### src/rtl/hazard_pkg.sv
`default_nettype none
//==============================================================================
// Module      : hazard_pkg
// Description : Shared types and forward-source encodings for hazard_fwd_unit.
// Revision    : 1.0 - initial release
//==============================================================================
package hazard_pkg;

  // Widest register address a slot can record; REG_AW must not exceed this.
  localparam int SLOT_DW    = 8;
  localparam int FWD_SRC_RF = 0;

  typedef struct packed {
    logic               valid;
    logic               wr;
    logic               ld;
    logic [SLOT_DW-1:0] dest;
  } slot_t;

  function automatic int fwd_src_mem(input int k);
    return k;
  endfunction

  function automatic int fwd_src_wb(input int mem_stages);
    return mem_stages + 1;
  endfunction

endpackage
`default_nettype wire

### src/rtl/fwd_src_find.sv
`default_nettype none
//==============================================================================
// Module      : fwd_src_find
// Description : Youngest-producer priority finder for one source register.
// Revision    : 1.0 - initial release
//==============================================================================
module fwd_src_find
  import hazard_pkg::*;
#(
  parameter int REG_AW = 5,
  parameter int NSLOT  = 2,
  parameter int JW     = 2
) (
  input  slot_t             slots [NSLOT],
  input  logic [REG_AW-1:0] src,
  input  logic              src_used,
  output logic              hit,
  output logic [JW-1:0]     j,
  output logic              is_load
);

  // Scan oldest to youngest so the lowest matching index wins.
  always_comb begin
    hit     = 1'b0;
    j       = '0;
    is_load = 1'b0;
    if (src_used && (src != '0)) begin
      for (int i = NSLOT - 1; i >= 0; i--) begin
        if (slots[i].valid && slots[i].wr && (slots[i].dest == SLOT_DW'(src))) begin
          hit     = 1'b1;
          j       = JW'(i);
          is_load = slots[i].ld;
        end
      end
    end
  end

endmodule
`default_nettype wire

### src/rtl/hazard_fwd_unit.sv
`default_nettype none
//==============================================================================
// Module      : hazard_fwd_unit
// Description : ID-stage stall detection and registered EX forwarding selects.
// Revision    : 1.0 - initial release
//==============================================================================
module hazard_fwd_unit
  import hazard_pkg::*;
#(
  parameter int REG_AW     = 5,
  parameter int MEM_STAGES = 1,
  parameter int FWD_EN     = 1,
  parameter int CNT_W      = 32
) (
  input  logic                              clk,
  input  logic                              rst,
  input  logic                              id_valid,
  input  logic [REG_AW-1:0]                 id_rs,
  input  logic [REG_AW-1:0]                 id_rt,
  input  logic                              id_use_rs,
  input  logic                              id_use_rt,
  input  logic                              id_reg_write,
  input  logic                              id_mem_read,
  input  logic [REG_AW-1:0]                 id_dest,
  input  logic                              id_flush,
  output logic                              stall,
  output logic                              ex_valid,
  output logic [$clog2(MEM_STAGES+2)-1:0]   ex_fwd_a_sel,
  output logic [$clog2(MEM_STAGES+2)-1:0]   ex_fwd_b_sel,
  output logic [CNT_W-1:0]                  stall_cnt
);

  localparam int c_SW    = $clog2(MEM_STAGES + 2);
  localparam int c_NSLOT = MEM_STAGES + 2;
  localparam int c_NSRCH = MEM_STAGES + 1;

  slot_t             r_slot [c_NSLOT];
  slot_t             w_srch [c_NSRCH];
  logic [c_SW-1:0]   r_sel_a, r_sel_b;
  logic [CNT_W-1:0]  r_cnt;

  logic              w_hit_a, w_hit_b, w_ld_a, w_ld_b;
  logic [c_SW-1:0]   w_j_a, w_j_b;
  logic              w_haz_a, w_haz_b, w_adv;
  logic [c_SW-1:0]   w_sel_a, w_sel_b;

  // The WB slot is excluded: the register file bypasses its own write.
  for (genvar gi = 0; gi < c_NSRCH; gi++) begin : g_srch
    assign w_srch[gi] = r_slot[gi];
  end

  fwd_src_find #(.REG_AW(REG_AW), .NSLOT(c_NSRCH), .JW(c_SW)) u_find_rs (
    .slots    (w_srch),
    .src      (id_rs),
    .src_used (id_use_rs),
    .hit      (w_hit_a),
    .j        (w_j_a),
    .is_load  (w_ld_a)
  );

  fwd_src_find #(.REG_AW(REG_AW), .NSLOT(c_NSRCH), .JW(c_SW)) u_find_rt (
    .slots    (w_srch),
    .src      (id_rt),
    .src_used (id_use_rt),
    .hit      (w_hit_b),
    .j        (w_j_b),
    .is_load  (w_ld_b)
  );

  if (FWD_EN != 0) begin : g_fwd
    // Load data exists only once the load has left the last memory stage.
    assign w_haz_a = w_hit_a & w_ld_a & (w_j_a < c_SW'(MEM_STAGES));
    assign w_haz_b = w_hit_b & w_ld_b & (w_j_b < c_SW'(MEM_STAGES));
    assign w_sel_a = !w_hit_a ? c_SW'(FWD_SRC_RF)
                   : (w_j_a == c_SW'(MEM_STAGES)) ? c_SW'(fwd_src_wb(MEM_STAGES))
                   : c_SW'(fwd_src_mem(int'(w_j_a) + 1));
    assign w_sel_b = !w_hit_b ? c_SW'(FWD_SRC_RF)
                   : (w_j_b == c_SW'(MEM_STAGES)) ? c_SW'(fwd_src_wb(MEM_STAGES))
                   : c_SW'(fwd_src_mem(int'(w_j_b) + 1));
  end else begin : g_nofwd
    assign w_haz_a = w_hit_a;
    assign w_haz_b = w_hit_b;
    assign w_sel_a = c_SW'(FWD_SRC_RF);
    assign w_sel_b = c_SW'(FWD_SRC_RF);
  end

  assign stall = id_valid & ~id_flush & (w_haz_a | w_haz_b);
  assign w_adv = ~stall & ~id_flush;

  always_ff @(posedge clk or posedge rst) begin
    if (rst) begin
      for (int i = 0; i < c_NSLOT; i++) begin
        r_slot[i] <= '0;
      end
      r_sel_a <= '0;
      r_sel_b <= '0;
      r_cnt   <= '0;
    end else begin
      r_slot[0] <= '{valid: id_valid & w_adv,
                     wr:    id_reg_write,
                     ld:    id_mem_read,
                     dest:  SLOT_DW'(id_dest)};
      for (int i = 1; i < c_NSLOT; i++) begin
        r_slot[i] <= r_slot[i-1];
      end
      r_sel_a <= w_adv ? w_sel_a : '0;
      r_sel_b <= w_adv ? w_sel_b : '0;
      if (stall && (r_cnt != '1)) begin
        r_cnt <= r_cnt + CNT_W'(1);
      end
    end
  end

  assign ex_valid     = r_slot[0].valid;
  assign ex_fwd_a_sel = r_sel_a;
  assign ex_fwd_b_sel = r_sel_b;
  assign stall_cnt    = r_cnt;

endmodule
`default_nettype wire

### config.mk
export PLATFORM = sky130hd
export DESIGN_NAME = hazard_fwd_unit
export DESIGN_NICKNAME = d
export VERILOG_FILES = /design/src/rtl/hazard_pkg.sv /design/src/rtl/fwd_src_find.sv /design/src/rtl/hazard_fwd_unit.sv
export SDC_FILE = /design/constraint.sdc
export NUM_CORES = 1
export LEC_CHECK = 0
export ABC_AREA = 1
export CAP_MARGIN = 25
export CORE_UTILIZATION = 55
export DETAILED_ROUTE_END_ITERATION = 16
export GPL_TIMING_DRIVEN = 0
export HOLD_SLACK_MARGIN = 0.12
export PLACE_DENSITY = 0.89
export SLEW_MARGIN = 20
export SYNTH_ARGS = -nofsm -noshare
export SYNTH_HDL_FRONTEND = slang
export SYNTH_SLANG_ARGS = --single-unit
### constraint.sdc
create_clock -name clk -period 3 [get_ports clk]
set_input_delay 0.6 -clock clk [delete_from_list [all_inputs] [get_ports clk]]
set_output_delay 0.6 -clock clk [all_outputs]
set_load 0.01 [all_outputs]
==> impl_metrics.tcl, run 1 <==
set metrics [dict create \
    maxCapViolCount 0 \
    ios 61 \
    core_area_um2 5570 \
    yosysWarningCount 0 \
    tns_ns 0 \
    rsz0062_at_grt "no" \
    htreeDepth 2 \
    setup_ws_ns 0.228 \
    crit_arrival_ns 2.17 \
    avgSynthCellArea_um2 7.18 \
    die_area_um2 6130 \
    syn_inst 446 \
    diodes 0 \
    crit_type "input pin to output port" \
    fmax_mhz 361 \
    p_total_mw 1.22 \
    synthMuxAreaShare_pct 0 \
    hpwl_um 6860 \
    place_worst_setup_slack_ns -0.389 \
    synth-edff-count 0 \
    cp_max_fo 4 \
    path_depth 13 \
    synth_xor_xnor_area_share_pct 8.21 \
    hold_ws_ns 0.386 \
    outcome "complete, no violations" \
    grt_use_met2_pct 50.9 \
    wire_per_inst_um 15.0 \
    required_ns 2.40 \
    grt_pass1_wl_um 14600 \
    ys_top_cells_by_area "dfrtp_1 41%, nand2_1 20%, nand4_1 7.2%, xor2_1 5.2%, nor2_1 5.2%" \
    nets 539 \
    drive_gt1_share_pct 5.83 \
    crit_path_end "stall" \
    grt_pass1_vias 3038 \
    synth.most_common_cell "nand2_1" \
    ys.flop_type "dfrtp_1" \
    synth_top_family_by_area "simple AND/OR/NAND/NOR gates" \
    max_stage_delay_ns 0.56 \
    report.final.slew_viol_count 0 \
    cts_buffers 5 \
    critical-path-slowest-cell "clkdlybuf4s50_1" \
    syn2layout_area_growth_pct 25.0 \
    synthAdderAreaFrac_pct 0.391 \
    ys_seq_area_share_pct 40.7 \
    tritoncts "yes" \
    wl_um 8810 \
    worst_r2r_path_depth 9 \
    drc 0 \
    rows 27 \
    clk_pin_slew_ns 0.09 \
    drt-pass1-iter-count 5 \
    top_usage_layer "met2" \
    grtUsageMet1_pct 40.1 \
    synth_cell_types 24 \
    synthSimpleGateAreaFrac_pct 42.8 \
    grtUsageMet3_pct 5.81 \
    cp-start-kind "input pin" \
    power_density_nw_per_um2 305 \
    r2r_start "stall_cnt[0]$_DFFE_PP0P_" \
    layout_worst_path_cycle_share_pct 92.4 \
    cts_buffer_depth 2 \
    synth_area_um2 3200 \
    syn-num-nets 470 \
    synthTopCellsByCount "173 x nand2_1, 52 x dfrtp_1, 44 x nor2_1" \
    grt-ovfl-total 0 \
    async_flop_share_pct 100 \
    netlist.area_leader.share_pct 40.7 \
    endpoint_kind "output port" \
    min_period_ns 2.77 \
    clk_latency_ns 0.30 \
    synth_compound_area_share_pct 0.469 \
    hold_viol 0 \
    ir_drop_mv 0.244 \
    min_from "r_slot[31]$_DFF_PP0_" \
    skew_ns 0.0100 \
    cp_cell_sequence "clkdlybuf4s50_1, inv_1, nand2_1, nand2_1, nor2_1, nand3_2, nand3_1, nand2_1, nand2_1, nand2_4, nand2_1, inv_1, clkbuf_2" \
    track_usage_pct 30.7 \
    stdcell_area_um2 4000 \
    place_area_um2 3910 \
    regToRegEndpoint "stall_cnt[31]$_DFFE_PP0P_" \
    setup_violations 0 \
    tightest_slew_ns 0.572 \
    fp.dieW_um 78.3 \
    clock-sinks 52 \
    port_buffers 60 \
    holdBufCountCts 0 \
    cts_root_buf "clkbuf_8" \
    drt-vias-per-instance 5.48 \
    vias 3214 \
    crit_buf_inv 4 \
    grt_max_degree 33 \
    drt_iter0_markers 269 \
    gp_congestion 1.03 \
    cp_top_family "buffers and inverters" \
    crit_top_cell "nand2_1" \
    synth_top_area_cell "dfrtp_1" \
    start_util_pct 57.4 \
    antenna_found_initial 0 \
    startpoint "id_rs[2]" \
    ff2ff_setup_slack_ns 0.98 \
    power.leakage_nw 1.94 \
    ant_nets 0 \
    hold_class "register to register" \
    ys_seq_elements 52 \
    max_slew_margin_pct 61.7 \
    die_height_um 78.3 \
]
==> area by class of cell <==
| type | instances | area (µm²) |
|---|---|---|
| clock buffers | 6 | 72.6 |
| fillers | 488 | 1570 |
| clock inverters | 1 | 5.00 |
| plain buffers | 12 | 75.1 |
| inverters | 44 | 165 |
| repair buffers | 62 | 622 |
| flip-flops and latches | 52 | 1300 |
| multi-input cells | 338 | 1670 |
| well taps | 72 | 90.1 |
==> metal layers <==
| layer | up-vias | routed length [µm] | part of all wire [%] |
|---|---|---|---|
| li1 | 1562 | - | - |
| met1 | 1484 | 3880 | 44 |
| met2 | 143 | 4170 | 47 |
| met3 | 25 | 535 | 6.1 |
| met4 | 0 | 224 | 2.5 |
| met5 | - | 0 | 0 |
==> worst register-to-register path: cells and delay by family, from the launching register on <==
kind,cells,cell delay [ns]
buffers and inverters,1,0.23
DFF,1,0.46
adders and majority gates,1,0.30
and+or+nand+nor,7,0.91
==> where the power goes <==
| group | total [mW] | switching [mW] | internal (mW) | leakage (nW) |
|---|---|---|---|---|
| clock | 0.381 | 0.221 | 0.159 | 0.0410 |
| sequential | 0.722 | 0.0102 | 0.712 | 0.692 |
| combinational | 0.116 | 0.0677 | 0.0488 | 1.21 |
==> through the flow <==
step                      util [%]  cells
final                         71.8    587
after detailed placement      70.2    579
after CTS                     71.8    587
after global routing          71.8    587
after floorplan                  -    446
after global placement        69.8    578
==> placed cells by master, fill, tap and decap left out, drive strengths merged, types with 10 or more instances in the layout <==
| master | Yosys | layout |
|---|---|---|
| xor2 | 19 | 19 |
| nand3 | 18 | 18 |
| buf | 9 | 11 |
| nor2 | 47 | 47 |
| nand2 | 175 | 175 |
| inv | 44 | 44 |
| xnor2 | 11 | 11 |
| nand4 | 37 | 37 |
| nor3 | 21 | 21 |
| clkdlybuf4s50 | 0 | 55 |
| dfrtp | 52 | 52 |
| clkbuf | 3 | 10 |
==> repair_timing <==
item                       in CTS  in global routing
pin swaps                       1                  0
setup buffers                   1                  0
gates cloned                    0                  0
gates resized for setup         6                  3
setup endpoints to repair       1                  1
==> state kept, by name, indices dropped and copies added, names as in the netlist <==
name,cells
ex_fwd_a_sel,2
r_slot,15
stall_cnt,32
ex_valid,1
ex_fwd_b_sel,2
==> how the worst min path moves through the flow <==
stage                                      end  slack, ns  cells past startpoint
after detailed placement  r_slot[20]$_DFF_PP0_       0.37                      0
after global routing      r_slot[19]$_DFF_PP0_       0.40                      0
after floorplan           r_slot[20]$_DFF_PP0_       0.35                      0
final                     r_slot[20]$_DFF_PP0_       0.39                      0
after global placement    r_slot[19]$_DFF_PP0_       0.36                      0
after CTS                 r_slot[20]$_DFF_PP0_       0.39                      0
==> cell families after synthesis <==
| group | count (synthesis) |
|---|---|
| simple gates | 304 |
| buf+inv | 56 |
| flops | 52 |
| xor+xnor | 30 |
| compound gates | 3 |
| fa+ha+maj | 1 |
Power figures use the tool's default switching activity.
==> inputs of run 2 (changes only) <==
--- a/config.mk
+++ b/config.mk
@@ -6,7 +6,7 @@
 export NUM_CORES = 1
 export LEC_CHECK = 0
 export ABC_AREA = 1
-export CAP_MARGIN = 25
+export CORE_ASPECT_RATIO = 0.5
 export CORE_UTILIZATION = 55
 export DETAILED_ROUTE_END_ITERATION = 16
 export GPL_TIMING_DRIVEN = 0
==> run 2 against run 1 <==
Utilization grew 2.1 points; critical path depth shrank 1; worst setup slack lost 0.025 ns; global-route usage shrank 1.6 points; clock skew shrank 0.0046 ns; non-clock buffer count is the same; register-to-register slack gained 0.02 ns; clock-buffer cell count is the same; hold slack lost 0.013 ns; power grew 17%; critical path type unchanged; critical endpoint unchanged; highest routed layer unchanged.
==> impl_metrics.tcl, run 2 (synthesis results as in run 1) <==
set metrics [dict create \
    top_usage_layer "met2" \
    core_area_um2 5540 \
    power.leakage_nw 1.98 \
    hold_ws_ns 0.374 \
    ff2ff_setup_slack_ns 1.00 \
    drt_iter0_markers 234 \
    grt_max_degree 32 \
    drt-vias-per-instance 5.44 \
    clk_latency_ns 0.30 \
    vias 3204 \
    setup_violations 0 \
    min_period_ns 2.80 \
    rows 19 \
    mostFrequentLayoutCells "173 x nand2_1, 55 x clkdlybuf4s50_1, 52 x dfrtp_1" \
    clk_pin_slew_ns 0.06 \
    grt_pass1_wl_um 13600 \
    tns_ns 0 \
    nets 539 \
    grtUsageMet3_pct 5.62 \
    grt-ovfl-total 0 \
    cts_buffer_depth 2 \
    drt-pass1-iter-count 5 \
    endpoint_kind "output port" \
    layout_worst_path_cycle_share_pct 93.2 \
    cts_buffers 5 \
    skew_ns 0.00539 \
    track_usage_pct 29.2 \
    fmax_mhz 358 \
    wire_per_inst_um 13.9 \
    htreeDepth 2 \
    worst_r2r_path_depth 9 \
    crit_type "input pin to output port" \
    ant_nets 0 \
    drive_gt1_share_pct 6.40 \
    syn2layout_area_growth_pct 27.9 \
    tightest_slew_ns 0.683 \
    hold_class "register to register" \
    worstHoldPathCells 0 \
    n_fill_cell 458 \
    gp_congestion 0.980 \
    layout_commonest_cell "nand2_1" \
    required_ns 2.40 \
    hpwl_um 6210 \
    ios 61 \
    grt_pass1_vias 2873 \
    grtUsageMet1_pct 42.5 \
    final_util_pct 73.9 \
    rsz0062_at_grt "no" \
    largest_register_ffs 32 \
    power_density_nw_per_um2 350 \
    cts_root_buf "clkbuf_16" \
    regToRegEndpoint "stall_cnt[10]$_DFFE_PP0P_" \
    grt_use_met2_pct 45.2 \
    start_util_pct 57.8 \
    hold_viol 0 \
    max_slew_margin_pct 54.4 \
    holdBufCountCts 0 \
    min_from "r_slot[30]$_DFF_PP0_" \
    p_total_mw 1.43 \
    clock-sinks 52 \
    wl_um 8210 \
    crit_arrival_ns 2.20 \
    r2r_start "stall_cnt[0]$_DFFE_PP0P_" \
    tritoncts "yes" \
    cp_max_fo 4 \
    cp-start-kind "input pin" \
    die_area_um2 6150 \
    die_height_um 55.9 \
    diodes 0 \
    outcome "complete, no violations" \
    report.final.slew_viol_count 0 \
    whs_endpoint "r_slot[19]$_DFF_PP0_" \
    ir_drop_mv 0.411 \
    fp.dieW_um 110 \
    drc 0 \
    antenna_found_initial 0 \
    port_buffers 60 \
    maxCapViolCount 0 \
]
[run 2: worst max-delay path by stage]
stage	start	to	slack [ns]
6_report	id_rs[1]	stall	0.20
5_1_grt	id_rs[1]	stall	0.06
4_1_cts	id_rs[1]	stall	0.06
3_5_place_dp	id_rs[2]	stall	-0.38
3_3_place_gp	id_rs[4]	stall	-0.37
2_1_floorplan	id_rt[0]	stall	0.94
[run 2: final cells by class]
class	instances	area (µm²)	share of cell area, %
buffer	12	75.1	1.83
clock buffer	6	139	3.39
clock inverter	2	15.0	0.367
inverter	44	165	4.03
multi-input combinational	338	1670	40.9
sequential	52	1300	31.8
tap	73	91.3	2.23
timing repair buffer	62	633	15.5
[run 2: repair_timing]
item | CTS | global route
pin swaps | 1 | 0
buffers inserted | 1 | 0
endpoints found under the setup margin | 1 | 1
resized for setup | 4 | 6
[run 2: report_power, final]
group          total (mW)  internal (mW)  switching (mW)
Sequential          0.723          0.713          0.0102
Combinational       0.116         0.0502          0.0657
Clock               0.594          0.332           0.261
[run 2: stage by stage]
| step | setup slack, ns | area [µm²] | instances |
|---|---|---|---|
| 2_1_floorplan | 0.937 | 3200 | 446 |
| 3_3_place_gp | -0.366 | 3890 | 579 |
| 3_5_place_dp | -0.379 | 3920 | 580 |
| 4_1_cts | 0.0559 | 4080 | 589 |
| 5_1_grt | 0.0593 | 4090 | 589 |
| 6_report | 0.203 | 4090 | 589 |
[run 2: worst max-delay path, stage by stage]
cell and delay [ns]:
clkdlybuf4s50_1 0.53, inv_1 0.07, nand2_1 0.06, nand2_1 0.05, nor2_1 0.15, nand3_2 0.14, nor2_1 0.13, nand2_1 0.11
nand2_4 0.07, nand2_1 0.08, inv_1 0.09, clkbuf_2 0.12
[run 2: layer usage]
layer  wire [µm]  share of wire (%)
met2        3750                 46
met1        3890                 47
met4          72               0.88
met3         497                6.1
met5           0                  0
==> inputs of run 3 (changes only) <==
--- a/config.mk
+++ b/config.mk
@@ -6,12 +6,13 @@
 export NUM_CORES = 1
 export LEC_CHECK = 0
 export ABC_AREA = 1
+export ABC_CLOCK_PERIOD_IN_PS = 3000
 export CORE_ASPECT_RATIO = 0.5
-export CORE_UTILIZATION = 55
+export CORE_UTILIZATION = 45
 export DETAILED_ROUTE_END_ITERATION = 16
 export GPL_TIMING_DRIVEN = 0
 export HOLD_SLACK_MARGIN = 0.12
-export PLACE_DENSITY = 0.89
+export PLACE_DENSITY = 0.76
 export SLEW_MARGIN = 20
 export SYNTH_ARGS = -nofsm -noshare
 export SYNTH_HDL_FRONTEND = slang
==> run 3 against run 2 <==
Global-route usage fell by 5.7 points; clock power rose by 11%; utilization fell by 13 points; flip-flop and latch count did not move; hold slack improved by 0.0027 ns; clock skew barely moved; clock-buffer cell count fell by 1; sequential share of layout area fell by 0.41 points; highest routed layer unchanged.
==> impl_metrics.tcl, run 3 (synthesis results as in run 1) <==
set metrics [dict create \
    nets 540 \
    ant_nets 0 \
    grt_max_degree 29 \
    maxCapViolCount 0 \
    vias 3103 \
    hold_viol 0 \
    die_area_um2 7470 \
    grt-ovfl-total 0 \
    antenna_found_initial 0 \
    power_density_nw_per_um2 361 \
    p_int_mw 1.16 \
    htreeDepth 2 \
    drc 0 \
    cp-start-kind "input pin" \
    rows 21 \
    endpoint_kind "output port" \
    rsz0062_at_grt "no" \
    tns_ns 0 \
    grt_pass1_wl_um 13400 \
    min_period_ns 2.76 \
    fp.dieW_um 121 \
    grt_pass1_vias 2826 \
    netSwitchingFraction_pct 22.6 \
    required_ns 2.40 \
    crit_type "input pin to output port" \
    comb_power_share_pct 7.7 \
    drive_gt1_share_pct 7.16 \
    cts_buffers 5 \
    max_stage_delay_ns 0.48 \
    diodes 0 \
    clock-sinks 52 \
    place_area_um2 3940 \
    crit_arrival_ns 2.16 \
    placed_cells_incl_taps 599 \
    stdcell_area_um2 4150 \
    syn2layout_area_growth_pct 29.6 \
    die_height_um 61.6 \
    tritoncts "yes" \
    crit_top_cell "nand2_1" \
    setup_violations 0 \
    port_buffers 60 \
    skew_ns 0.00566 \
    cp_cell_sequence "clkdlybuf4s50_1, inv_1, nand2_1, nand2_1, nor2_1, nand2_1, nor2_1, nand3_1, nand2_1, nand2_1, nand2_4, nand2_1, inv_1, clkbuf_2" \
    clockPowerShare_pct 44.0 \
    layout_worst_path_cycle_share_pct 92.1 \
    ir_drop_mv 0.210 \
    gp_congestion 0.894 \
    hold_class "register to register" \
    layout_commonest_cell "nand2_1" \
    report.final.slew_viol_count 0 \
    wire_per_inst_um 13.5 \
    drt-vias-per-instance 5.10 \
    pwr-share-seq_pct 48.2 \
    cts_buffer_depth 2 \
    max_slew_margin_pct 54.4 \
    instances_no_fill 609 \
    switchingPower_uw 338 \
    cp_max_fo 4 \
    drt_iter0_markers 151 \
    ios 61 \
    clk_pin_slew_ns 0.07 \
    power.leakage_nw 2.00 \
    mostFrequentLayoutCells "173 x nand2_1, 55 x clkdlybuf4s50_1, 52 x dfrtp_1" \
    tightest_slew_ns 0.682 \
    wl_um 8240 \
    core_area_um2 6780 \
    clk_latency_ns 0.29 \
    largest_register_ffs 32 \
    start_util_pct 47.2 \
    outcome "complete, no violations" \
    cts_root_buf "clkbuf_16" \
    fmax_mhz 362 \
    drt-pass1-iter-count 4 \
    track_usage_pct 23.5 \
    hpwl_um 6540 \
    critical-path-slowest-cell "clkdlybuf4s50_1" \
]
run 3: power by group through the flow:
stage / registers [mW] / clock network (mW) / logic [mW]
2_1_floorplan: 0.734 / 0 / 0.0579
3_3_place_gp: 0.736 / 0 / 0.109
3_5_place_dp: 0.736 / 0 / 0.115
4_1_cts: 0.722 / 0.672 / 0.116
5_1_grt: 0.724 / 0.704 / 0.131
6_report: 0.722 / 0.660 / 0.116
run 3: layout make-up:
type	instances	area, µm²
flip-flops and latches	52	1300
repair buffers	63	633
multi-input cells	338	1690
clock inverters	3	46.3
well taps	92	115
inverters	44	165
fillers	644	2630
clock buffers	5	125
plain buffers	12	75.1
run 3: worst max-delay path, delay by kind of cell:
family                 cells  cell delay [ns]
buffers and inverters      4             0.78
AND/OR/NAND/NOR           10             0.79
run 3: path summary, 6_finish.rpt:
| path | from | end | slack (ns) | cells after the start |
|---|---|---|---|---|
| min in group asynchronous | rst | r_slot[12]$_DFF_PP0_ | 0.70 | 2 |
| min | r_slot[30]$_DFF_PP0_ | r_slot[19]$_DFF_PP0_ | 0.38 | 0 |
| max | id_rt[1] | stall | 0.24 | 14 |
| min reg2reg | r_slot[30]$_DFF_PP0_ | r_slot[19]$_DFF_PP0_ | 0.38 | 0 |
| max reg2reg | stall_cnt[0]$_DFFE_PP0P_ | stall_cnt[7]$_DFFE_PP0P_ | 0.97 | 9 |
| max in group asynchronous | rst | stall_cnt[20]$_DFFE_PP0P_ | 1.76 | 3 |
run 3: repair_timing:
action | CTS | global route
setup buffers | 1 | 1
gates cloned | 0 | 0
pin swaps | 1 | 1
endpoints found under the setup margin | 1 | 1
hold buffers | 0 | 0
resized for setup | 6 | 7
run 3: metrics by stage:
step | hold WS, ns | setup WS [ns] | power, mW | util (%)
final | 0.376 | 0.237 | 1.50 | 61.2
after global routing | 0.395 | 0.0964 | 1.56 | 61.2
after detailed placement | 0.362 | -0.390 | 0.851 | 58.1
after CTS | 0.378 | 0.0570 | 1.51 | 60.9
after global placement | 0.364 | -0.368 | 0.845 | 57.8
after floorplan | 0.354 | 0.937 | 0.792 | -
run 3: routing by layer:
metal | part of all wire, % | track usage (%) | vias to the layer above
met5 | 0 | 0 | -
met4 | 0.49 | 4.06 | 0
met3 | 5.2 | 4.26 | 4
met2 | 44 | 38.8 | 73
met1 | 50 | 33.1 | 1466
li1 | - | - | 1560
